$ cat src/rtl/glitch_filter_pkg.sv
// Shared types and default constants for the glitch filter and its synchroniser.
// Latency: n/a (declarations only).
// Backpressure: n/a.
package glitch_filter_pkg;

    // Filter FSM: STABLE tracks the accepted level, PEND times a candidate change.
    typedef enum logic {
        STABLE = 1'b0,
        PEND   = 1'b1
    } state_t;

    localparam int DEF_SYNC_STAGES   = 2;
    localparam int DEF_STABLE_CYCLES = 4;
    localparam int DEF_CNT_W         = 8;

endpackage

$ cat src/rtl/bit_synchronizer.sv
// Multi-flop synchroniser bringing one asynchronous bit into the clk domain.
// Latency: SYNC_STAGES clk edges from d to q.
// Backpressure: none; free-running sampler.
// Ports: clk, rst_n (async active-low), d (async input), q (synchronised output).
module bit_synchronizer
    import glitch_filter_pkg::*;
#(
    parameter int SYNC_STAGES = DEF_SYNC_STAGES
) (
    input  logic clk,
    input  logic rst_n,
    input  logic d,
    output logic q
);

    logic [SYNC_STAGES-1:0] sync_ff;

    always_ff @(posedge clk or negedge rst_n) begin
        if (!rst_n) begin
            sync_ff <= '0;
        end else begin
            sync_ff <= {sync_ff[SYNC_STAGES-2:0], d};
        end
    end

    assign q = sync_ff[SYNC_STAGES-1];

endmodule

$ cat src/rtl/glitch_filter.sv
// Debounces the hazard-network output: a level change is accepted only after
//   STABLE_CYCLES consecutive differing samples; shorter pulses are counted as glitches.
// Latency: SYNC_STAGES+STABLE_CYCLES edges from a y_in change to y_filt/edge pulse.
// Backpressure: none; outputs are registered levels/pulses.
// Ports: clk, rst_n (async active-low), y_in (raw async level), clear (sync clear of
//   glitch stats) -> y_filt, rise_pulse, fall_pulse, glitch_cnt (saturating), glitch_flag (sticky).
// Optional: GLITCH_WIDTH_CAPTURE_EN adds last_glitch_width (width in samples of the last glitch).
module glitch_filter
    import glitch_filter_pkg::*;
#(
    parameter int SYNC_STAGES   = DEF_SYNC_STAGES,
    parameter int STABLE_CYCLES = DEF_STABLE_CYCLES,
    parameter int CNT_W         = DEF_CNT_W
) (
    input  logic             clk,
    input  logic             rst_n,
    input  logic             y_in,
    input  logic             clear,
    output logic             y_filt,
    output logic             rise_pulse,
    output logic             fall_pulse,
    output logic [CNT_W-1:0] glitch_cnt,
    output logic             glitch_flag
`ifdef GLITCH_WIDTH_CAPTURE_EN
    ,
    output logic [CNT_W-1:0] last_glitch_width
`endif
);

    localparam int                STAB_W    = $clog2(STABLE_CYCLES + 1);
    localparam logic [STAB_W-1:0] STAB_LAST = STAB_W'(STABLE_CYCLES - 1);

    logic              s;
    state_t            state, state_nxt;
    logic [STAB_W-1:0] stab_cnt, stab_cnt_nxt;
    logic              y_filt_nxt;
    logic              rise_nxt;
    logic              fall_nxt;
    logic              glitch_evt;

    bit_synchronizer #(
        .SYNC_STAGES (SYNC_STAGES)
    ) u_sync (
        .clk   (clk),
        .rst_n (rst_n),
        .d     (y_in),
        .q     (s)
    );

    always_ff @(posedge clk or negedge rst_n) begin
        if (!rst_n) begin
            state      <= STABLE;
            stab_cnt   <= '0;
            y_filt     <= 1'b0;
            rise_pulse <= 1'b0;
            fall_pulse <= 1'b0;
        end else begin
            state      <= state_nxt;
            stab_cnt   <= stab_cnt_nxt;
            y_filt     <= y_filt_nxt;
            rise_pulse <= rise_nxt;
            fall_pulse <= fall_nxt;
        end
    end

    always_comb begin
        state_nxt    = state;
        stab_cnt_nxt = stab_cnt;
        y_filt_nxt   = y_filt;
        rise_nxt     = 1'b0;
        fall_nxt     = 1'b0;
        glitch_evt   = 1'b0;
        case (state)
            STABLE: begin
                if (s != y_filt) begin
                    state_nxt    = PEND;
                    stab_cnt_nxt = STAB_W'(1);
                end
            end
            PEND: begin
                // Reverting to the accepted level is checked before the commit so
                // that a pulse one sample short of the threshold is still a glitch.
                if (s == y_filt) begin
                    state_nxt    = STABLE;
                    stab_cnt_nxt = '0;
                    glitch_evt   = 1'b1;
                end else if (stab_cnt == STAB_LAST) begin
                    state_nxt    = STABLE;
                    stab_cnt_nxt = '0;
                    y_filt_nxt   = ~y_filt;
                    rise_nxt     = ~y_filt;
                    fall_nxt     = y_filt;
                end else begin
                    stab_cnt_nxt = stab_cnt + STAB_W'(1);
                end
            end
            default: begin
                state_nxt    = STABLE;
                stab_cnt_nxt = '0;
            end
        endcase
    end

    // Glitch statistics; clear takes priority over a coincident glitch.
    always_ff @(posedge clk or negedge rst_n) begin
        if (!rst_n) begin
            glitch_cnt  <= '0;
            glitch_flag <= 1'b0;
        end else if (clear) begin
            glitch_cnt  <= '0;
            glitch_flag <= 1'b0;
        end else if (glitch_evt) begin
            glitch_flag <= 1'b1;
            if (glitch_cnt != '1) begin
                glitch_cnt <= glitch_cnt + CNT_W'(1);
            end
        end
    end

`ifdef GLITCH_WIDTH_CAPTURE_EN
    // stab_cnt at abort equals the number of differing samples seen; the cast
    // zero-extends or truncates to CNT_W as needed.
    always_ff @(posedge clk or negedge rst_n) begin
        if (!rst_n) begin
            last_glitch_width <= '0;
        end else if (clear) begin
            last_glitch_width <= '0;
        end else if (glitch_evt) begin
            last_glitch_width <= CNT_W'(stab_cnt);
        end
    end
`endif

endmodule

$ cat config.mk
export PLATFORM = sky130hd
export DESIGN_NAME = glitch_filter
export DESIGN_NICKNAME = d
export VERILOG_FILES = /design/src/rtl/glitch_filter_pkg.sv /design/src/rtl/bit_synchronizer.sv /design/src/rtl/glitch_filter.sv
export SDC_FILE = /design/constraint.sdc
export NUM_CORES = 1
export LEC_CHECK = 0
export BUFFER_PORTS_ARGS = -buffer_cell sky130_fd_sc_hd__buf_2
export CAP_MARGIN = 20
export CORE_MARGIN = 4
export CORE_UTILIZATION = 54
export DETAILED_ROUTE_END_ITERATION = 6
export GPL_ROUTABILITY_DRIVEN = 0
export PLACE_DENSITY = 0.78
export SLEW_MARGIN = 20
export SYNTH_ARGS = -nofsm -noshare
export SYNTH_HDL_FRONTEND = slang
export SYNTH_HIERARCHICAL = 1
export SYNTH_SLANG_ARGS = --single-unit
$ cat constraint.sdc
create_clock -name clk -period 2.95 [get_ports clk]
set_clock_uncertainty 0.05 [all_clocks]
set_input_delay 0 -clock clk [delete_from_list [all_inputs] [get_ports clk]]
set_output_delay 0 -clock clk [all_outputs]
set_load 0.03 [all_outputs]
== Word-level counts from Yosys, hierarchy flattened ==
Cells that the tools add are included.

* Register bits: 18
* Input port bits: 4
* Output and inout port bits: 12
* Word-level logic and storage cells: 43

* Add/sub/neg operators: 2
* Eq/ne operators: 5
* Multiplexer cells: 21
* Bitwise logic cells: 3
* Reductions and logical operators: 4

{| class="wikitable"
|+ Operators with widths
! kind !! number
|-
| $mux W8 || 3
|-
| $mux W1 || 13
|-
| $mux W3 || 3
|-
| $add A8 B1 Y8 const B || 1
|-
| $ne A8 B8 Y1 const B || 1
|-
| $pmux W3 S2 || 1
|-
| $reduce_bool A2 Y1 || 2
|-
| $add A3 B1 Y3 const B || 1
|-
| $eq A3 B2 Y1 const B || 1
|-
| $not A1 Y1 || 3
|-
| $reduce_and A3 Y1 || 1
|-
| $ne A2 B2 Y1 const B || 1
|-
| $pmux W1 S2 || 1
|-
| $reduce_and A2 Y1 || 1
|-
| $eq A1 B1 Y1 || 1
|-
| $ne A1 B1 Y1 || 1
|}

== Logic depth before layout (Yosys ltp) ==
* Depth after elaboration: 5
* Gate-level depth with buffers: 5
* Mapped depth without buffers: 5

== Modules after synthesis ==
Netlist, hierarchy kept.

{| class="wikitable"
|+ By module, submodules not included
! module !! times used !! cells an instance !! area each (sq um) !! sequential area each (sq um)
|-
| glitch_filter || 1 || 71 || 802.0 || 400.4
|-
| bit_synchronizer || 1 || 2 || 50.0 || 50.0
|}

== Least setup slack after synthesis ==
OpenSTA, ideal clock, no wires.

* Path kind: register -> register
* Start: reg glitch_cnt[0]
* End: reg glitch_cnt[6]
* Setup time: 0.125 ns
* Arrival: 1.600 ns
* Path slack: 1.175 ns
* Cell stages (with the launch flop): 6
* Period minus slack after synthesis: 1.775 ns
* Cell sequence: dfrtp_1 > ha_1 > nand4_2 > o211ai_4 > nor3_1 > mux2_2

* Cells in the longest elaborated chain, start to end: 4
* Elaborated cells on any way between the ends: 7
* Those cells by class: 1 x add/sub; 1 x eq/ne; 3 x mux; 2 x reduce/logical

{| class="wikitable"
|+ Ends and longest elaborated chain
! what !! RTL line !! text
|-
| start, declared || glitch_filter.sv:22 || <nowiki>output logic [CNT_W-1:0] glitch_cnt,</nowiki>
|-
| start signal, assigned || glitch_filter.sv:115 || <nowiki>glitch_cnt <= glitch_cnt + CNT_W'(1);</nowiki>
|-
| $add A8 B1 Y8 || glitch_filter.sv:115 ||
|-
| $mux W8 || glitch_filter.sv:114 || <nowiki>if (glitch_cnt != '1) begin</nowiki>
|-
| $mux W8 || glitch_filter.sv:112 || <nowiki>end else if (glitch_evt) begin</nowiki>
|-
| $mux W8 || glitch_filter.sv:109 || <nowiki>end else if (clear) begin</nowiki>
|}

Parallel ways exist; a longest one is shown, timed or not. The select of a mux whose other input is x is not followed.
A chain may end at the register's enable or synchronous reset.

== Worst setup path after layout ==
Same ends and word-level chain as after synthesis.

==> reports/qor.log <==
[die] vertical extent of the die 47.7 um
[global_routing] Overflow after GRT 0
[sta] Max Clock Freq 580 MHz
[run_status] outcome complete, no violations
[clock_tree] clock buffer depth 2
[critical_path] Critical Path Source Type flop
[critical_path] largest fanout of any net on the critical path 7
[global_routing] first-pass GRT wire length 2440 um
[logic_synthesis] asr flop ratio synth 1.00
[clock_tree] Clock Tree Root sky130_fd_sc_hd__clkbuf_4
[finish] count of nets after finishing 100
[placement] Port-buffer cells 15
[sta] Finish-stage setup viols 0
[route] WL per Instance 13.7 um
[clock_tree] clock transition time at the flip-flop clock pins of the worst setup and hold paths 0.10 ns
[logic_synthesis] most used flip-flop cell after synthesis sky130_fd_sc_hd__dfrtp_1
[logic_synthesis] sequential share of the synthesized area 0.529
[route] via count 610
[logic_synthesis] simple-gate area share of the yosys netlist 0.181
[power] switching fraction of total power 0.374
[sta] max-slew violation count 0
[logic_synthesis] top cells by area, synth sky130_fd_sc_hd__dfrtp_1 53%, sky130_fd_sc_hd__xor2_1 4.1%, sky130_fd_sc_hd__xnor2_4 3.2%, sky130_fd_sc_hd__nor2_1 3.1%, sky130_fd_sc_hd__ha_1 2.9%
[critical_path] cell depth of the worst flop-to-flop path 5
[min_path] hold crit path type in -> async
[logic_synthesis] fraction of the mapped netlist area in compound gates 0.125
[power] clock share of power 0.201
[critical_path] Critical Path AT 1.85 ns
[die] Ports 16
[logic_synthesis] Post-synth top cells 18 x sky130_fd_sc_hd__dfrtp_1, 7 x sky130_fd_sc_hd__nor2_1, 4 x sky130_fd_sc_hd__a21oi_1, 4 x sky130_fd_sc_hd__xor2_1
[die] starting utilization of the core area 0.566
[sta] remaining max-slew budget at the tightest pin 0.739
[global_routing] via count of the first global-routing pass 527
[critical_path] startpoint of the most critical register-to-register path glitch_cnt[0]
[run] number of max-cap violations 0
[logic_synthesis] most common cell in the netlist sky130_fd_sc_hd__dfrtp_1
[route] drt first pass iters 4
[power] reported net switching power 0.277 mW
[logic_synthesis] share of synthesized cell area in full adder, half adder and majority cells 0.0294
[logic_synthesis] share of the synthesized area in the top cell type 0.529
[critical_path] capture point of the worst reg-to-reg path glitch_cnt[6]
[route] vias per cell 5.60
[die] placeable core region 0.00151 mm^2
[sta] setup repair after global routing missed its margin no
[global_routing] total global-route track usage 0.153
[logic_synthesis] Synth Warn # 6
[logic_synthesis] post-synthesis share of cell area spent on xor and xnor gates 0.0734
[power] sequential share of power 0.475
[logic_synthesis] number of unique standard cell types used by synthesis 27
[global_routing] pin count of the biggest net entering global routing 19
[critical_path] CP endpoint kind flop
[finish] diode count 0
[logic_synthesis] largest family of logic cells by synthesized area simple AND/OR/NAND/NOR gates
[sta] Final Cycle Share 0.585
[logic_synthesis] number of instances in the synthesized netlist 73
[critical_path] r2r setup slk 1.22 ns
[critical_path] Crit path required time 3.08 ns
[clock_tree] CTS H-tree depth 1
[die] DIE WIDTH 47.7 um
[finish] growth of design area from synthesis to finish 16.9%
[route] antenna violation net count after detailed routing 0
[logic_synthesis] portion of netlist area occupied by mux cells 0.0382
[logic_synthesis] Synth Area per Inst 11.7 um^2
[critical_path] type of the setup path with the least slack reg -> reg
[sta] count of endpoints failing hold in the final timing report 0
[power] LEAKAGE 0.490 nW
[sta] shortest clock period the worst path allows after layout 1.73 ns
[placement] HPWL after detailed placement 986 um
[power] maximum resistive drop on vdd 0.000480 V
[route] routed wire length 1490 um
[sta] post-route worst setup slack 1.22 ns
[clock_tree] clock tree from TritonCTS built
[logic_synthesis] Post-Synthesis Net Count 79
[die] die area 0.00228 mm^2
[finish] fraction of final layout cells sized beyond drive strength 1 0.269
[power] proportion of power drawn by combinational gates 0.324
[critical_path] beginning of the critical path glitch_cnt[0]
[power] Power Density 745 mW/mm^2
[critical_path] capture point of the critical path glitch_cnt[6]
[logic_synthesis] combined area of all synthesized cells 852 um^2
[logic_synthesis] total of flip-flops plus latches after synthesis 18
[sta] Setup Total Neg Slack 0 ns
[clock_tree] clock sink total 18
[global_routing] number of antenna violations at the first check in global routing 0
[logic_synthesis] area leader, netlist sky130_fd_sc_hd__dfrtp_1
[placement] worst slack at placement 1.28 ns
[route] Post-route DRC 0
[route] iteration-0 DRC count of the detailed router 6
[clock_tree] number of buffers inserted during clock tree synthesis 3
[die] Row Count 14
[power] Internal Power 0.465 mW
[logic_synthesis] number of enable flip-flop cells after synthesis 0
[clock_tree] Clock Latency Late Sink 0.29 ns
[sta] measured slew at the worst slew-check pin 0.391 ns
==> metrics by stage <==
step	cells	total power, mW	utilization	hold WS (ns)	instance area (um^2)
after detailed placement	102	0.595	0.617	-0.0997	930
after global placement	102	0.589	0.617	-0.107	930
after floorplan	73	0.539	-	-0.346	852
after CTS	109	0.751	0.661	0.108	996
final	109	0.742	0.661	0.107	996
after global routing	109	0.791	0.661	0.126	996
==> logic make-up (layout without fill, tap and decap cells) <==
| group | after synthesis | after routing |
|---|---|---|
| AOI/OAI and AO/OA | 14 | 14 |
| adders and majority gates | 2 | 2 |
| xor gates and xnor gates | 5 | 5 |
| muxes | 3 | 3 |
| and+or+nand+nor | 28 | 28 |
| buffers and inverters | 3 | 23 |
| DFF | 18 | 18 |
==> flip-flops by register name, summed over array words and instances, names as in the netlist <==
register	cells
glitch_cnt	8
stab_cnt	3
u_sync/sync_ff	2
fall_pulse	1
glitch_flag	1
rise_pulse	1
state	1
y_filt	1
==> what timing repair did <==
item                      in CTS  in global routing
buffers inserted               0                  0
hold endpoints to repair      27                  0
gates resized for setup        0                  0
hold buffers                   3                  0
==> worst min-delay path by stage <==
stage,start,to,slack [ns],cells after the start
floorplan,rst_n,fall_pulse,-0.35,0
global placement,rst_n,glitch_cnt[5],-0.11,1
detailed placement,rst_n,glitch_cnt[5],-0.1,1
CTS,rst_n,glitch_cnt[5],0.11,2
global route,rst_n,glitch_cnt[0],0.13,2
finish,rst_n,stab_cnt[0],0.11,2
==> power groups by stage <==
stage,Combinational (mW),Clock [mW],Sequential (mW)
2_1_floorplan,0.158,0,0.381
3_3_place_gp,0.235,0,0.354
3_5_place_dp,0.237,0,0.358
4_1_cts,0.242,0.157,0.352
5_1_grt,0.262,0.167,0.362
6_report,0.240,0.149,0.353
==> area by class of cell <==
class / count / area, um^2
Timing Repair Buffer: 18 / 105
Multi-Input combinational cell: 52 / 380
Sequential cell: 18 / 450
Fill cell: 120 / 510
Clock buffer: 4 / 36.3
Tap cell: 16 / 20.0
Inverter: 1 / 3.75
==> critical path: stages (launching register included) <==
cell                       delay, ns
sky130_fd_sc_hd__dfrtp_1        0.42
sky130_fd_sc_hd__ha_1           0.25
sky130_fd_sc_hd__nand4_2        0.22
sky130_fd_sc_hd__o211ai_4       0.32
sky130_fd_sc_hd__nor3_1         0.08
sky130_fd_sc_hd__mux2_2         0.27
==> cells in the final DEF (no fill, tap or decap) <==
master / count
sky130_fd_sc_hd__a21oi_1: 4
sky130_fd_sc_hd__and3_1: 2
sky130_fd_sc_hd__buf_2: 15
sky130_fd_sc_hd__clkbuf_4: 3
sky130_fd_sc_hd__clkbuf_8: 1
sky130_fd_sc_hd__dfrtp_1: 18
sky130_fd_sc_hd__dlygate4sd3_1: 3
sky130_fd_sc_hd__ha_1: 2
sky130_fd_sc_hd__inv_1: 1
sky130_fd_sc_hd__mux2_2: 2
sky130_fd_sc_hd__mux2i_1: 1
sky130_fd_sc_hd__nand2_1: 3
sky130_fd_sc_hd__nand3_1: 3
sky130_fd_sc_hd__nand3b_1: 1
sky130_fd_sc_hd__nand4_1: 1
sky130_fd_sc_hd__nand4_2: 1
sky130_fd_sc_hd__nor2_1: 7
sky130_fd_sc_hd__nor2b_1: 2
sky130_fd_sc_hd__nor3_1: 3
sky130_fd_sc_hd__nor3b_1: 3
sky130_fd_sc_hd__o2111ai_1: 2
sky130_fd_sc_hd__o211ai_4: 1
sky130_fd_sc_hd__o21a_1: 2
sky130_fd_sc_hd__o21ai_0: 3
sky130_fd_sc_hd__o21ba_2: 1
sky130_fd_sc_hd__o31ai_1: 1
sky130_fd_sc_hd__or3_1: 2
sky130_fd_sc_hd__xnor2_4: 1
sky130_fd_sc_hd__xor2_1: 4
==> per-layer routing <==
metal,routed length (um),track usage,vias up
li1,-,-,301
met5,0,0,-
met1,709,0.209,299
met2,718,0.232,8
met4,14,0.0645,0
met3,50,0.0338,2
(Power assumes the default switching activity.)
